$ cat config.mk
export PLATFORM = sky130hd
export DESIGN_NAME = disp_mode_ctrl
export DESIGN_NICKNAME = d
export VERILOG_FILES = /design/src/rtl/disp_mode_ctrl.sv
export SDC_FILE = /design/constraint.sdc
export NUM_CORES = 1
export LEC_CHECK = 0
export CAP_MARGIN = 20
export CORE_MARGIN = 4
export CORE_UTILIZATION = 45
export CTS_BUF_LIST = sky130_fd_sc_hd__clkbuf_4 sky130_fd_sc_hd__clkbuf_8 sky130_fd_sc_hd__clkbuf_16
export DETAILED_ROUTE_END_ITERATION = 8
export HOLD_SLACK_MARGIN = 0.08
export PLACE_DENSITY_LB_ADDON = 0.12
export SYNTH_ARGS = -nofsm -noshare
export SYNTH_HDL_FRONTEND = slang
export SYNTH_SLANG_ARGS = --single-unit
export TNS_END_PERCENT = 50
$ cat constraint.sdc
create_clock -name clk -period 7.1 [get_ports clk]
set_input_delay 2.13 -clock clk [delete_from_list [all_inputs] [get_ports clk]]
set_output_delay 2.13 -clock clk [all_outputs]
set_load 0.005 [all_outputs]
$ cat src/rtl/disp_mode_ctrl.sv
// Display/mode controller for a BCD clock: key conditioning, mode selection,
// field editing with commit strobes, and blinking of the field being edited.
`timescale 1ns/1ps
module disp_mode_ctrl (
    input  logic       clk,
    input  logic       rst_n,
    input  logic       tick_1khz,
    input  logic       key_mode,
    input  logic       key_sel,
    input  logic       key_inc,
    input  logic [7:0] hour1,
    input  logic [7:0] min1,
    input  logic [7:0] sec1,
    input  logic [7:0] ahour,
    input  logic [7:0] amin,
    input  logic [7:0] swmin,
    input  logic [7:0] swsec,
    output logic [7:0] disp_hour,
    output logic [7:0] disp_min,
    output logic [7:0] disp_sec,
    output logic [2:0] blank,
    output logic [1:0] mode_st,
    output logic       editing,
    output logic [7:0] set_hour,
    output logic [7:0] set_min,
    output logic [7:0] set_sec,
    output logic       time_we,
    output logic       alarm_we
);

    typedef enum logic [1:0] {IDLE, E_HOUR, E_MIN, E_SEC} edit_state_e;

    localparam logic [1:0]  MODE_TIME  = 2'd0;
    localparam logic [1:0]  MODE_ALARM = 2'd1;
    localparam logic [1:0]  MODE_SW    = 2'd2;
    localparam logic [4:0]  DB_LAST    = 5'd19;
    localparam logic [9:0]  BLINK_LAST = 10'd999;
    localparam logic [9:0]  BLINK_HALF = 10'd500;
    localparam logic [13:0] TMO_LAST   = 14'd9999;

    // Key vectors are ordered {inc, sel, mode}.
    logic [2:0]      sync1_q, sync1_d, sync2_q, sync2_d, db_q, db_d, rise;
    logic [2:0][4:0] db_cnt_q, db_cnt_d;
    logic            p_mode, p_sel, p_inc;

    edit_state_e state_q, state_d;
    logic [1:0]  mode_q, mode_d;
    logic [7:0]  set_hour_q, set_hour_d, set_min_q, set_min_d, set_sec_q, set_sec_d;
    logic [7:0]  disp_hour_q, disp_hour_d, disp_min_q, disp_min_d, disp_sec_q, disp_sec_d;
    logic [2:0]  blank_q, blank_d;
    logic        editing_q, editing_d, time_we_q, time_we_d, alarm_we_q, alarm_we_d;
    logic [9:0]  blink_q, blink_d;
    logic [13:0] tmo_q, tmo_d;

    function automatic logic [7:0] bcd_inc(input logic [7:0] v, input logic [7:0] max_v);
        if (v == max_v)
            return 8'h00;
        else if (v[3:0] == 4'd9)
            return {v[7:4] + 4'd1, 4'd0};
        else
            return {v[7:4], v[3:0] + 4'd1};
    endfunction

    // NOTE: every variable gets a default at the top so no path leaves it unassigned (no latch).
    always_comb begin
        sync1_d  = {key_inc, key_sel, key_mode};
        sync2_d  = sync1_q;
        db_d     = db_q;
        db_cnt_d = db_cnt_q;
        if (tick_1khz) begin
            for (int k = 0; k < 3; k++) begin
                if (sync2_q[k] == db_q[k]) begin
                    db_cnt_d[k] = '0;
                end else if (db_cnt_q[k] == DB_LAST) begin
                    db_d[k]     = sync2_q[k];
                    db_cnt_d[k] = '0;
                end else begin
                    db_cnt_d[k] = db_cnt_q[k] + 5'd1;
                end
            end
        end
        rise   = db_d & ~db_q;
        p_mode = rise[0];
        p_sel  = rise[1] & ~rise[0];
        p_inc  = rise[2] & ~rise[1] & ~rise[0];
    end

    always_comb begin
        state_d    = state_q;
        mode_d     = mode_q;
        set_hour_d = set_hour_q;
        set_min_d  = set_min_q;
        set_sec_d  = set_sec_q;
        time_we_d  = 1'b0;
        alarm_we_d = 1'b0;
        blink_d    = blink_q;
        tmo_d      = tmo_q;
        if (tick_1khz) begin
            blink_d = (blink_q == BLINK_LAST) ? '0 : blink_q + 10'd1;
            tmo_d   = tmo_q + 14'd1;
        end

        if (p_mode) begin
            if (state_q == IDLE)
                mode_d = (mode_q == MODE_SW) ? MODE_TIME : mode_q + 2'd1;
            else
                state_d = IDLE;
        end else if (p_sel && mode_q != MODE_SW) begin
            case (state_q)
                IDLE: begin
                    state_d    = E_HOUR;
                    set_hour_d = (mode_q == MODE_ALARM) ? ahour : hour1;
                    set_min_d  = (mode_q == MODE_ALARM) ? amin  : min1;
                    set_sec_d  = (mode_q == MODE_ALARM) ? 8'h00 : sec1;
                end
                E_HOUR: state_d = E_MIN;
                E_MIN: begin
                    if (mode_q == MODE_ALARM) begin
                        state_d    = IDLE;
                        alarm_we_d = 1'b1;
                    end else begin
                        state_d = E_SEC;
                    end
                end
                default: begin
                    state_d   = IDLE;
                    time_we_d = 1'b1;
                end
            endcase
        end else if (p_inc && mode_q != MODE_SW) begin
            case (state_q)
                E_HOUR:  set_hour_d = bcd_inc(set_hour_q, 8'h23);
                E_MIN:   set_min_d  = bcd_inc(set_min_q, 8'h59);
                E_SEC:   set_sec_d  = bcd_inc(set_sec_q, 8'h59);
                default: ;
            endcase
        end else if (state_q != IDLE && tick_1khz && tmo_q == TMO_LAST) begin
            state_d = IDLE;
        end

        // Inactivity timer restarts on any key press, including discarded ones.
        if (state_d == IDLE || rise != 3'b000)
            tmo_d = '0;
        if (state_d != state_q && state_d != IDLE)
            blink_d = '0;

        editing_d = (state_d != IDLE);
        blank_d   = 3'b000;
        if (blink_d >= BLINK_HALF) begin
            case (state_d)
                E_HOUR:  blank_d = 3'b100;
                E_MIN:   blank_d = 3'b010;
                E_SEC:   blank_d = 3'b001;
                default: blank_d = 3'b000;
            endcase
        end

        if (editing_d) begin
            disp_hour_d = set_hour_d;
            disp_min_d  = set_min_d;
            disp_sec_d  = set_sec_d;
        end else begin
            case (mode_d)
                MODE_ALARM: begin
                    disp_hour_d = ahour;
                    disp_min_d  = amin;
                    disp_sec_d  = 8'h00;
                end
                MODE_SW: begin
                    disp_hour_d = 8'h00;
                    disp_min_d  = swmin;
                    disp_sec_d  = swsec;
                end
                default: begin
                    disp_hour_d = hour1;
                    disp_min_d  = min1;
                    disp_sec_d  = sec1;
                end
            endcase
        end
    end

    // NOTE: non-blocking assignments so every flop samples pre-edge values.
    always_ff @(posedge clk) begin
        if (!rst_n) begin
            sync1_q     <= '0;
            sync2_q     <= '0;
            db_q        <= '0;
            db_cnt_q    <= '0;
            state_q     <= IDLE;
            mode_q      <= MODE_TIME;
            set_hour_q  <= 8'h00;
            set_min_q   <= 8'h00;
            set_sec_q   <= 8'h00;
            disp_hour_q <= 8'h00;
            disp_min_q  <= 8'h00;
            disp_sec_q  <= 8'h00;
            blank_q     <= '0;
            editing_q   <= 1'b0;
            time_we_q   <= 1'b0;
            alarm_we_q  <= 1'b0;
            blink_q     <= '0;
            tmo_q       <= '0;
        end else begin
            sync1_q     <= sync1_d;
            sync2_q     <= sync2_d;
            db_q        <= db_d;
            db_cnt_q    <= db_cnt_d;
            state_q     <= state_d;
            mode_q      <= mode_d;
            set_hour_q  <= set_hour_d;
            set_min_q   <= set_min_d;
            set_sec_q   <= set_sec_d;
            disp_hour_q <= disp_hour_d;
            disp_min_q  <= disp_min_d;
            disp_sec_q  <= disp_sec_d;
            blank_q     <= blank_d;
            editing_q   <= editing_d;
            time_we_q   <= time_we_d;
            alarm_we_q  <= alarm_we_d;
            blink_q     <= blink_d;
            tmo_q       <= tmo_d;
        end
    end

    assign disp_hour = disp_hour_q;
    assign disp_min  = disp_min_q;
    assign disp_sec  = disp_sec_q;
    assign blank     = blank_q;
    assign mode_st   = mode_q;
    assign editing   = editing_q;
    assign set_hour  = set_hour_q;
    assign set_min   = set_min_q;
    assign set_sec   = set_sec_q;
    assign time_we   = time_we_q;
    assign alarm_we  = alarm_we_q;

endmodule

==> results.yml <==
placed_design:
  dp_cells: 972
  dp_hpwl_um: 12100
  place_congestion: 0.888
  io_buffer_count: 117
drt:
  num_vias: 5667
  drc_errors: 0
  met2_length_um: 8350
  ant_nets: 0
  dr.pass1.iters: 6
  drtIter0Drc: 447
  met1Wirelength_um: 7360
  highest_layer: "met4"
  finalWirelength_um: 17200
  dr_wl_met3_um: 967
  routedWlPerCell_um: 17.4
  viasPerCell: 5.73
synthesis:
  netlist_top_cells_area: "dfxtp_1, nor2_1, nand2_1, ha_1, xor2_1"
  async_flop_share_pct: 0
  syn_avg_cell_area_um2: 8.01
  ys_top_cells_by_count: "dfxtp_1, nor2_1, nand2_1"
  synth_area_mm2: 0.00575
  ys.warnings.count: 0
  syn-instance-count: 718
  yosysUniqueCellTypes: 69
  ys.flop_type: "dfxtp_1"
  synth-seq-cells: 106
  synth_top_area_share_pct: 36.9
  ys_seq_area_share_pct: 36.9
  synth_edf_count: 0
  syn_nets: 799
  synth_top_cell_by_area: "dfxtp_1"
power:
  p_int_uw: 1010
  peakVddDrop_mv: 0.137
  total_power_uw: 1270
  pwr-share-clk_pct: 44.5
  p_sw_uw: 267
  comb_power_share_pct: 7.4
  p_per_area_mw_per_mm2: 173
  p_seq_share_pct: 48.0
  swShare_pct: 21.0
  p_leak_uw: 0.00272
global_routing:
  antenna_found_initial: 0
  grt_pass1_wl_um: 27800
  grt_pass1_vias: 5649
  grt_max_degree: 41
  overflow: 0
  gr-usage-all-layers_pct: 23.9
clock_network:
  clkTransAtPathRegs_ns: 0.07
  cts-resized-gates: 0
  tritoncts: "yes"
  cts_root_buf: "clkbuf_16"
  clock_latency_ns: 0.35
  cts_buffers: 9
  htreeDepth: 3
  postCtsSetupRepairBufs: 0
  ctsHoldBuffers: 0
  clock_path_buffers: 2
  clock-sinks: 106
setup_path:
  r2r-end: "disp_sec[3]"
  reg2reg_from: "db_cnt_q[2]"
  critPathCaptureType: "flop"
  criticalPathCategory: "input pin to flop"
  critPathRequiredTime_ns: 7.35
  worst_ep_arrival_time_ns: 5.49
  worst-path-max-fanout: 34
  reg2reg_slack_ns: 3.48
  worstSetupStartpointType: "input pin"
  reg2reg_depth: 8
sta:
  holdWs_ns: 0.432
  worst_pin_slew_ns: 0.951
  final-hold-violation-count: 0
  fin_skew_ns: 0.00843
  slew_headroom_pct: 36.4
  fmax_mhz: 191
  period_minus_slack_ns: 5.24
  final-setup-viol-count: 0
  fin_crit_sh_pct: 73.8
  finalMaxSlewViolations: 0
  tns_ns: 0
  rsz0062_at_grt: "false"
worst_hold_path:
  min_path_cells: 1
  min_to: "sync2_q[2]"
  hp-class: "flop to flop"
  hold_start: "sync1_q[2]"
layout:
  utilization_pct: 58.5
  nets: 893
  drive_gt1_share_pct: 5.02
  final_cell_count_no_fill: 989
  area_growth_pct: 28.0
  n_antenna_cell: 0
floorplan:
  dieArea_mm2: 0.0146
  ios: 118
  num_rows: 41
  initial_core_util_pct: 45.7
  die_h_um: 121
  coreArea_mm2: 0.0126
  die_x_um: 121
run:
  maxCapViolations: 0
outcome:
  outcome: "complete, no violations"
per-stage QoR:
step | worst slack [ns] | instance area, um^2
after floorplan | 2.39 | 5750
after global placement | 1.64 | 7000
after global routing | 1.60 | 7360
final | 1.86 | 7360
after CTS | 1.90 | 7350
after detailed placement | 1.55 | 7000
power by group through the flow:
stage | Sequential [uW] | Clock, uW | Combinational, uW
final | 612 | 568 | 94.8
after global routing | 613 | 602 | 103
after CTS | 612 | 577 | 95.2
after detailed placement | 625 | 0 | 94.6
after global placement | 626 | 0 | 93.1
after floorplan | 625 | 0 | 33.2
sequential cells by signal (all words and copies together), names as in the netlist, 8 cells and up:
register / count
blink_q: 10
db_cnt_q: 15
disp_hour: 8
disp_min: 8
disp_sec: 8
set_hour: 8
set_min: 8
set_sec: 8
tmo_q: 14
cell usage in the layout, fill, tap and decap left out, drive strengths merged, types with 7 or more instances in the layout:
cell,count
clkdlybuf4s50,117
nor2,106
dfxtp,106
nand2,84
o21ai,38
a21oi,37
xor2,24
and2,23
nand4,22
nand3,19
ha,19
inv,18
nor3,18
xnor2,15
mux2i,14
a31oi,13
clkbuf,13
a22oi,10
buf,9
and3,8
a211oi,8
o211ai,7
how the worst max path moves through the flow:
stage	cells past startpoint	from	endpoint
detailed placement	8	tick_1khz	disp_min[6]
global placement	8	tick_1khz	disp_min[3]
CTS	8	tick_1khz	disp_min[6]
finish	10	tick_1khz	disp_min[2]
floorplan	14	tick_1khz	disp_sec[1]
global route	9	tick_1khz	tmo_q[11]
per-layer routing:
metal  GRT usage (%)  vias to the layer above
met2            40.4                      199
met4            12.0                        0
met3            4.66                       38
met5               0                        -
met1            29.0                     2702
li1                -                     2728
logic make-up (layout without fill, tap and decap cells):
kind of cell,count (synthesis),count (layout),share of synthesized area [%]
flops,106,106,36.9
mux,16,16,2.83
fa+ha+maj,19,19,4.14
xor+xnor,39,39,5.94
buf+inv,61,160,4.51
compound gates,157,157,18.5
simple gates,320,320,27.1
area by class of cell:
type	instances	area, um^2
sequential	106	2120
clock buffer	13	274
fill	1155	5210
clock inverter	3	68.8
timing repair buffer	126	1240
tap	172	215
multi-input combinational	551	3370
inverter	18	67.6
worst max-delay path, stage by stage:
cell	delay (ns)
clkdlybuf4s50_1	0.47
buf_4	0.35
nand4b_1	0.25
or3_1	0.67
nand2_2	0.18
o21ai_2	0.09
a211oi_4	0.83
buf_4	0.29
nor2_1	0.05
o21a_1	0.16
Power figures use the tool's default switching activity.
